## src/rtl/cr16_pkg.sv

```systemverilog
// Shared encodings for the CR16 decode/issue stage and cr16_alu.
package cr16_pkg;

  // ALU opcodes as understood by cr16_alu
  localparam logic [3:0] ALU_ADD   = 4'd0;
  localparam logic [3:0] ALU_ADDU  = 4'd1;
  localparam logic [3:0] ALU_ADDC  = 4'd2;
  localparam logic [3:0] ALU_ADDCU = 4'd3;
  localparam logic [3:0] ALU_SUB   = 4'd4;
  localparam logic [3:0] ALU_SUBU  = 4'd5;
  localparam logic [3:0] ALU_AND   = 4'd6;
  localparam logic [3:0] ALU_OR    = 4'd7;
  localparam logic [3:0] ALU_XOR   = 4'd8;
  localparam logic [3:0] ALU_NOT   = 4'd9;
  localparam logic [3:0] ALU_LSH   = 4'd10;
  localparam logic [3:0] ALU_RSH   = 4'd11;
  localparam logic [3:0] ALU_ALSH  = 4'd12;
  localparam logic [3:0] ALU_ARSH  = 4'd13;

  // Major opcode field [15:12]
  localparam logic [3:0] OP_REG   = 4'b0000;
  localparam logic [3:0] OP_ANDI  = 4'b0001;
  localparam logic [3:0] OP_ORI   = 4'b0010;
  localparam logic [3:0] OP_XORI  = 4'b0011;
  localparam logic [3:0] OP_ADDI  = 4'b0101;
  localparam logic [3:0] OP_ADDUI = 4'b0110;
  localparam logic [3:0] OP_ADDCI = 4'b0111;
  localparam logic [3:0] OP_SHIFT = 4'b1000;
  localparam logic [3:0] OP_SUBI  = 4'b1001;
  localparam logic [3:0] OP_CMPI  = 4'b1011;

  // EXT field [7:4] for OP_REG
  localparam logic [3:0] EXT_AND   = 4'b0001;
  localparam logic [3:0] EXT_OR    = 4'b0010;
  localparam logic [3:0] EXT_XOR   = 4'b0011;
  localparam logic [3:0] EXT_ADDCU = 4'b0100;
  localparam logic [3:0] EXT_ADD   = 4'b0101;
  localparam logic [3:0] EXT_ADDU  = 4'b0110;
  localparam logic [3:0] EXT_ADDC  = 4'b0111;
  localparam logic [3:0] EXT_SUB   = 4'b1001;
  localparam logic [3:0] EXT_SUBU  = 4'b1010;
  localparam logic [3:0] EXT_CMP   = 4'b1011;
  localparam logic [3:0] EXT_MOV   = 4'b1101;
  localparam logic [3:0] EXT_NOT   = 4'b1111;

  // EXT field [7:4] for OP_SHIFT register forms
  localparam logic [3:0] EXT_LSH  = 4'b0100;
  localparam logic [3:0] EXT_RSH  = 4'b0101;
  localparam logic [3:0] EXT_ALSH = 4'b0110;
  localparam logic [3:0] EXT_ARSH = 4'b0111;

  // Operand mux selects
  typedef enum logic [1:0] {
    SEL_RF   = 2'd0,
    SEL_IMM  = 2'd1,
    SEL_ZERO = 2'd2,
    SEL_FWD  = 2'd3
  } sel_e;

  // Everything stage D needs from one instruction word (immediate kept separate)
  typedef struct packed {
    logic [3:0] opcode;
    sel_e       a_sel;
    sel_e       b_sel;
    logic [3:0] ra;
    logic [3:0] rb;
    logic       wb_en;
    logic [3:0] wb_addr;
  } decode_t;

  localparam decode_t DEC_NOP = '{
    opcode:  4'd0,
    a_sel:   SEL_RF,
    b_sel:   SEL_RF,
    ra:      4'd0,
    rb:      4'd0,
    wb_en:   1'b0,
    wb_addr: 4'd0
  };

endpackage

```

## src/rtl/cr16_decode_rom.sv

```systemverilog
// Combinational instruction-word decoder: opcode, selects, addresses, immediate.
module cr16_decode_rom
  import cr16_pkg::*;
#(
  parameter int P_WIDTH = 16
) (
  input  logic [15:0]        i_instr,
  output decode_t            o_dec,
  output logic [P_WIDTH-1:0] o_imm,
  output logic               o_illegal
);

  logic [3:0] w_op;
  logic [3:0] w_rd;
  logic [3:0] w_ext;
  logic [3:0] w_rs;

  assign w_op  = i_instr[15:12];
  assign w_rd  = i_instr[11:8];
  assign w_ext = i_instr[7:4];
  assign w_rs  = i_instr[3:0];

  // Full decode table; anything unlisted is flagged illegal and never writes back
  always_comb begin
    o_dec     = DEC_NOP;
    o_imm     = '0;
    o_illegal = 1'b0;
    case (w_op)
      OP_REG: begin
        // A = RS, B = RD, result to RD
        o_dec.ra      = w_rs;
        o_dec.rb      = w_rd;
        o_dec.wb_addr = w_rd;
        o_dec.wb_en   = 1'b1;
        case (w_ext)
          EXT_ADD:   o_dec.opcode = ALU_ADD;
          EXT_ADDU:  o_dec.opcode = ALU_ADDU;
          EXT_ADDC:  o_dec.opcode = ALU_ADDC;
          EXT_ADDCU: o_dec.opcode = ALU_ADDCU;
          EXT_SUB:   o_dec.opcode = ALU_SUB;
          EXT_SUBU:  o_dec.opcode = ALU_SUBU;
          EXT_AND:   o_dec.opcode = ALU_AND;
          EXT_OR:    o_dec.opcode = ALU_OR;
          EXT_XOR:   o_dec.opcode = ALU_XOR;
          EXT_NOT:   o_dec.opcode = ALU_NOT;
          EXT_CMP: begin
            o_dec.opcode = ALU_SUB;
            o_dec.wb_en  = 1'b0;
          end
          EXT_MOV: begin
            // RD = RS + 0
            o_dec.opcode = ALU_ADDU;
            o_dec.b_sel  = SEL_ZERO;
          end
          default: o_illegal = 1'b1;
        endcase
      end
      OP_ADDI, OP_ADDCI, OP_SUBI, OP_CMPI: begin
        o_dec.ra      = w_rs;
        o_dec.rb      = w_rd;
        o_dec.wb_addr = w_rd;
        o_dec.wb_en   = (w_op != OP_CMPI);
        o_dec.a_sel   = SEL_IMM;
        o_imm         = {{(P_WIDTH-8){i_instr[7]}}, i_instr[7:0]};
        case (w_op)
          OP_ADDI:  o_dec.opcode = ALU_ADD;
          OP_ADDCI: o_dec.opcode = ALU_ADDC;
          default:  o_dec.opcode = ALU_SUB;
        endcase
      end
      OP_ADDUI, OP_ANDI, OP_ORI, OP_XORI: begin
        o_dec.ra      = w_rs;
        o_dec.rb      = w_rd;
        o_dec.wb_addr = w_rd;
        o_dec.wb_en   = 1'b1;
        o_dec.a_sel   = SEL_IMM;
        o_imm         = {{(P_WIDTH-8){1'b0}}, i_instr[7:0]};
        case (w_op)
          OP_ADDUI: o_dec.opcode = ALU_ADDU;
          OP_ANDI:  o_dec.opcode = ALU_AND;
          OP_ORI:   o_dec.opcode = ALU_OR;
          default:  o_dec.opcode = ALU_XOR;
        endcase
      end
      OP_SHIFT: begin
        // Shifts take the value on A (RD) and the amount on B (RS or imm)
        o_dec.ra      = w_rd;
        o_dec.rb      = w_rs;
        o_dec.wb_addr = w_rd;
        o_dec.wb_en   = 1'b1;
        casez (w_ext)
          EXT_LSH:  o_dec.opcode = ALU_LSH;
          EXT_RSH:  o_dec.opcode = ALU_RSH;
          EXT_ALSH: o_dec.opcode = ALU_ALSH;
          EXT_ARSH: o_dec.opcode = ALU_ARSH;
          4'b000?: begin
            o_dec.opcode = ALU_LSH;
            o_dec.b_sel  = SEL_IMM;
            o_imm        = {{(P_WIDTH-5){1'b0}}, i_instr[4:0]};
          end
          4'b001?: begin
            o_dec.opcode = ALU_RSH;
            o_dec.b_sel  = SEL_IMM;
            o_imm        = {{(P_WIDTH-5){1'b0}}, i_instr[4:0]};
          end
          default: o_illegal = 1'b1;
        endcase
      end
      default: o_illegal = 1'b1;
    endcase
    if (o_illegal) begin
      o_dec.wb_en = 1'b0;
    end
  end

endmodule

```

## src/rtl/cr16_decoder.sv

```systemverilog
// CR16 decode/issue stage: D register feeds cr16_alu, W register aligns write-back.
module cr16_decoder
  import cr16_pkg::*;
#(
  parameter int P_WIDTH = 16,
  parameter int P_REGS  = 16
) (
  input  logic                       I_CLK,
  input  logic                       I_NRESET,
  input  logic [15:0]                I_INSTR,
  input  logic                       I_INSTR_VALID,
  output logic                       O_INSTR_READY,
  input  logic                       I_STALL,
  output logic                       O_ALU_ENABLE,
  output logic [3:0]                 O_ALU_OPCODE,
  output logic [$clog2(P_REGS)-1:0]  O_RA_ADDR,
  output logic [$clog2(P_REGS)-1:0]  O_RB_ADDR,
  output logic [1:0]                 O_A_SEL,
  output logic [1:0]                 O_B_SEL,
  output logic [P_WIDTH-1:0]         O_IMM,
  output logic                       O_WB_EN,
  output logic [$clog2(P_REGS)-1:0]  O_WB_ADDR,
  output logic                       O_ILLEGAL,
  output logic [15:0]                O_RETIRED
);

  decode_t              w_dec;
  logic [P_WIDTH-1:0]   w_imm;
  logic                 w_illegal;
  logic                 w_accept;
  logic                 w_alu_enable;
  logic                 w_w_live;

  decode_t              r_d;
  logic [P_WIDTH-1:0]   r_d_imm;
  logic                 r_d_valid;
  logic                 r_w_valid;
  logic                 r_w_wb_en;
  logic [3:0]           r_w_addr;
  logic                 r_illegal;
  logic [15:0]          r_retired;

  cr16_decode_rom #(
    .P_WIDTH (P_WIDTH)
  ) u_rom (
    .i_instr   (I_INSTR),
    .o_dec     (w_dec),
    .o_imm     (w_imm),
    .o_illegal (w_illegal)
  );

  assign w_accept     = I_INSTR_VALID & ~I_STALL;
  assign w_alu_enable = r_d_valid & ~I_STALL;
  assign w_w_live     = r_w_valid & r_w_wb_en;

  // Stage D: capture decoded fields on accept; illegal words never become valid
  always_ff @(posedge I_CLK or negedge I_NRESET) begin
    if (!I_NRESET) begin
      r_d       <= DEC_NOP;
      r_d_imm   <= '0;
      r_d_valid <= 1'b0;
    end else if (!I_STALL) begin
      r_d_valid <= w_accept & ~w_illegal;
      if (w_accept) begin
        r_d     <= w_dec;
        r_d_imm <= w_imm;
      end
    end
  end

  // Stage W: follows D one cycle later, matching the ALU result latency
  always_ff @(posedge I_CLK or negedge I_NRESET) begin
    if (!I_NRESET) begin
      r_w_valid <= 1'b0;
      r_w_wb_en <= 1'b0;
      r_w_addr  <= 4'd0;
    end else if (!I_STALL) begin
      r_w_valid <= r_d_valid;
      r_w_wb_en <= r_d.wb_en;
      r_w_addr  <= r_d.wb_addr;
    end
  end

  // Illegal flag is a single-cycle pulse after the offending word is taken
  always_ff @(posedge I_CLK or negedge I_NRESET) begin
    if (!I_NRESET) begin
      r_illegal <= 1'b0;
    end else begin
      r_illegal <= w_accept & w_illegal;
    end
  end

  // Retired counter: one per ALU issue, wraps naturally
  always_ff @(posedge I_CLK or negedge I_NRESET) begin
    if (!I_NRESET) begin
      r_retired <= 16'd0;
    end else if (w_alu_enable) begin
      r_retired <= r_retired + 16'd1;
    end
  end

  // Operand selects with forwarding from W; imm/zero selects are left alone
  always_comb begin
    O_A_SEL = r_d.a_sel;
    O_B_SEL = r_d.b_sel;
    if (r_d.a_sel == SEL_RF && w_w_live && r_w_addr == r_d.ra) begin
      O_A_SEL = SEL_FWD;
    end
    if (r_d.b_sel == SEL_RF && w_w_live && r_w_addr == r_d.rb) begin
      O_B_SEL = SEL_FWD;
    end
  end

  assign O_INSTR_READY = ~I_STALL;
  assign O_ALU_ENABLE  = w_alu_enable;
  assign O_ALU_OPCODE  = r_d.opcode;
  assign O_RA_ADDR     = r_d.ra;
  assign O_RB_ADDR     = r_d.rb;
  assign O_IMM         = r_d_imm;
  assign O_WB_EN       = w_w_live & ~I_STALL;
  assign O_WB_ADDR     = r_w_addr;
  assign O_ILLEGAL     = r_illegal;
  assign O_RETIRED     = r_retired;

endmodule

```

## config.mk

```make
export PLATFORM = sky130hd
export DESIGN_NAME = cr16_decoder
export DESIGN_NICKNAME = d
export VERILOG_FILES = /design/src/rtl/cr16_pkg.sv /design/src/rtl/cr16_decode_rom.sv /design/src/rtl/cr16_decoder.sv
export SDC_FILE = /design/constraint.sdc
export NUM_CORES = 1
export LEC_CHECK = 0
export ABC_AREA = 1
export CORE_ASPECT_RATIO = 1.1
export CORE_MARGIN = 2
export CORE_UTILIZATION = 50
export CTS_BUF_LIST = sky130_fd_sc_hd__clkbuf_2
export DETAILED_ROUTE_END_ITERATION = 7
export PLACE_DENSITY_LB_ADDON = 0.15
export SLEW_MARGIN = 20
export SYNTH_ARGS = -nofsm -noshare
export SYNTH_HDL_FRONTEND = slang
export SYNTH_SLANG_ARGS = --single-unit
```

## constraint.sdc

```tcl
create_clock -name I_CLK -period 3.6 [get_ports I_CLK]
set_input_delay 0.72 -clock I_CLK [delete_from_list [all_inputs] [get_ports I_CLK]]
set_output_delay 0.72 -clock I_CLK [all_outputs]
set_load 0.05 [all_outputs]
```

==> metrics <==
ant diodes 0; Die Y 85.7 um; area leader, netlist dfrtp_1; setup TNS 0 ns; fraction of layout cells with a size suffix above 1 about 8%; Bufs on Longest Clock Path 2; post-synthesis instance total between 400 and 500; area delta synth->final 25.0%; dpl hpwl approximately 5300 um; WL met3 379 um; max layer used met4; first-pass GRT wire length between 10000 and 15000 um; most common cell after layout, fill and taps aside nand2_1; part of the cycle the worst path needs between 80% and 90%; Crit Path Category primary input to output port; Layout Nets 488; CP most frequent cell clkdlybuf4s50_1; grt total ovfl 0; crit-path cells clkdlybuf4s50_1 > inv_1 > clkdlybuf4s50_1; drt drc 0; post-synthesis cell area 0.00303 mm^2; Die Area ~0.0067 mm^2; DR vias/cell 5.00; clock-pin slew on the worst setup and hold paths ~0.27 ns; NetSw ~0.71 mW; Final Hold Viols 0; antenna viol nets, final 0; ranking of synthesized cells by area dfrtp_1 (44%), nand2_1 (19%), inv_1 (5.0%); drt pass-1 iters 6; Crit path max-delay family buffers and inverters; cts hold-fix bufs 0; Tot Pwr between 1.5 and 2 mW; Initial Util around 52%; initial DRC count around 120; Clock Skew roughly 0.022 ns; crit-path max FO 8; Core ar. ~0.0058 mm^2; Core Util, Final between 60 and 70%; top-area cell type share of the netlist area a little over two fifths; Slew HR slightly above 50%; internal power ~1.0 mW; RSZ-0062 raised after global routing false; post-CTS setup buffer count 0; Bufs and invs on worst path 3; Crit. End Element output port; Routed WL per cell 12.8 um; gpl congestion about 0.87; worst skew pair latency roughly 0.45 ns; CP required about 2.9 ns; met2 WL post-DR approximately 3200 um; f_max roughly 320 MHz; fillers about 530; Flop pwr share a little over two fifths; synth unique cells 28; syn_nets 427; Crit path arrival time approximately 2.4 ns; DIE WIDTH between 70 and 80 um; Logic pwr share between 30% and 40%; detailed-route via count around 2700; sequential element share of the synthesized area 43.7%; Clock Sinks 53; I/O pin cnt between 70 and 80; gr usage total 21.9%; met1 WL 3270 um; Clk network pwr share between 15 and 20%; Min-Delay Path Class primary input to async pin; largest net degree at the start of global routing 35; initial antenna violation count 0; setup violators final 0; total wire length about 7000 um; PostCTS Resize Cnt 0; Yosys Warn Count 0; worst slew pin tran roughly 0.74 ns; CTS tree done; Static Leak 1.87 nW; root buffer cell clkbuf_2; commonest cells after routing, fill and taps aside nand2_1 (150), clkdlybuf4s50_1 (73), dfrtp_1 (53); critical path's largest stage delay around 0.84 ns; status complete, no violations; CTS H-tree depth 2; Tmin final approximately 3.1 ns; max_cap viols 0; Net Sw Frac slightly above 40%; Seq cells post-synth 53; Placement Rows 29; CP startpoint kind primary input; Mean Syn Cell Area about 7.5 um^2; number of global-route vias before repair 2517; peak supply drop 299 uV; Pwr per Cell Area around 450 mW/mm^2; CP max stage cell clkdlybuf4s50_1; CTS buffer count 5; IO Port Bufs 75; fin. max-slew vios 0
==> power by group through the flow <==
stage               Clock (mW)  Sequential (mW)  Combinational (mW)
floorplan                    0            0.909               0.307
detailed placement           0            0.756               0.675
finish                   0.306            0.745               0.672
CTS                      0.309            0.746               0.677
global placement             0            0.754               0.666
global route             0.336            0.759               0.719
==> cell usage after synthesis <==
cell type    n
nor3_4       1
o21ai_0     21
xor2_1       8
o41ai_1      1
nor2_2       5
a21boi_0     3
nand4_1      6
nand2_2      7
o21ai_2      2
nand2_1    150
nand3_2      2
o31ai_1      1
xnor2_1      8
nor2_1      20
o21ai_1      9
clkbuf_1     1
ha_1         1
nand3_1     28
dfrtp_1     53
nor2_4       4
buf_4       19
a21oi_1      2
inv_1       40
nor3b_1      1
buf_2        4
inv_2        4
or2_2        1
nor3_1       4
==> path summary, 6_finish.rpt <==
kind / start / slack, ns / cells after the start / to
setup reg to reg: r_d_valid / 2.17 / 6 / O_RETIRED[9]
setup / recovery: I_STALL / 0.51 / 3 / O_INSTR_READY
hold reg to reg: r_d[4] / 0.50 / 2 / r_w_wb_en
hold / removal: I_NRESET / 0.27 / 1 / O_RETIRED[10]
min in group I_CLK: r_d[4] / 0.50 / 2 / r_w_wb_en
max in group asynchronous: I_NRESET / 2.54 / 2 / r_d[13]
==> worst reg2reg max path, delay by kind of cell (launching register included) <==
kind                      cells  cell delay, ns
and+or+nand+nor               4            0.74
buffers and inverters         1            0.08
xor gates and xnor gates      1            0.15
DFF                           1            0.40
==> logic make-up (layout without fill, tap and decap cells) <==
group                      Yosys count  count (layout)  share of synthesized area [%]
adders and majority gates            1               1                          0.412
AOI/OAI and AO/OA                   39              39                           7.14
xor gates and xnor gates            16              16                           4.62
buffers and inverters               68             130                           10.9
DFF                                 53              53                           43.7
and+or+nand+nor                    229             229                           33.2
==> per-stage QoR <==
step | hold WS [ns] | instances | setup WS, ns | instance area [um^2]
floorplan | 0.424 | 406 | 1.31 | 3030
global placement | 0.464 | 537 | 0.499 | 3730
detailed placement | 0.463 | 537 | 0.496 | 3730
CTS | 0.305 | 545 | 0.491 | 3790
global route | 0.319 | 545 | 0.358 | 3790
finish | 0.272 | 545 | 0.509 | 3790
==> layer usage <==
layer | vias up | global-route usage, %
met1 | 1241 | 30.7
met3 | 7 | 3.58
met4 | 0 | 6.06
met5 | - | 0
li1 | 1381 | -
met2 | 96 | 35.4
==> final cells by class <==
cell class	instances	area, um^2	area share, %
Clock buffer	6	30.0	0.792
Multi-Input combinational cell	285	1380	36.3
Tap cell	77	96.3	2.54
Timing Repair Buffer	78	766	20.2
Clock inverter	2	33.8	0.891
Inverter	44	165	4.35
Sequential cell	53	1330	35.0
==> sequential cells by signal, indices dropped and copies added, names as in the netlist <==
name,count
O_RA_ADDR,4
r_w_wb_en,1
O_WB_ADDR,4
r_d,8
O_RB_ADDR,4
O_ALU_OPCODE,4
O_ILLEGAL,1
O_RETIRED,16
r_w_valid,1
O_IMM,9
r_d_valid,1
Note: power is estimated with default switching activity, not from simulation.
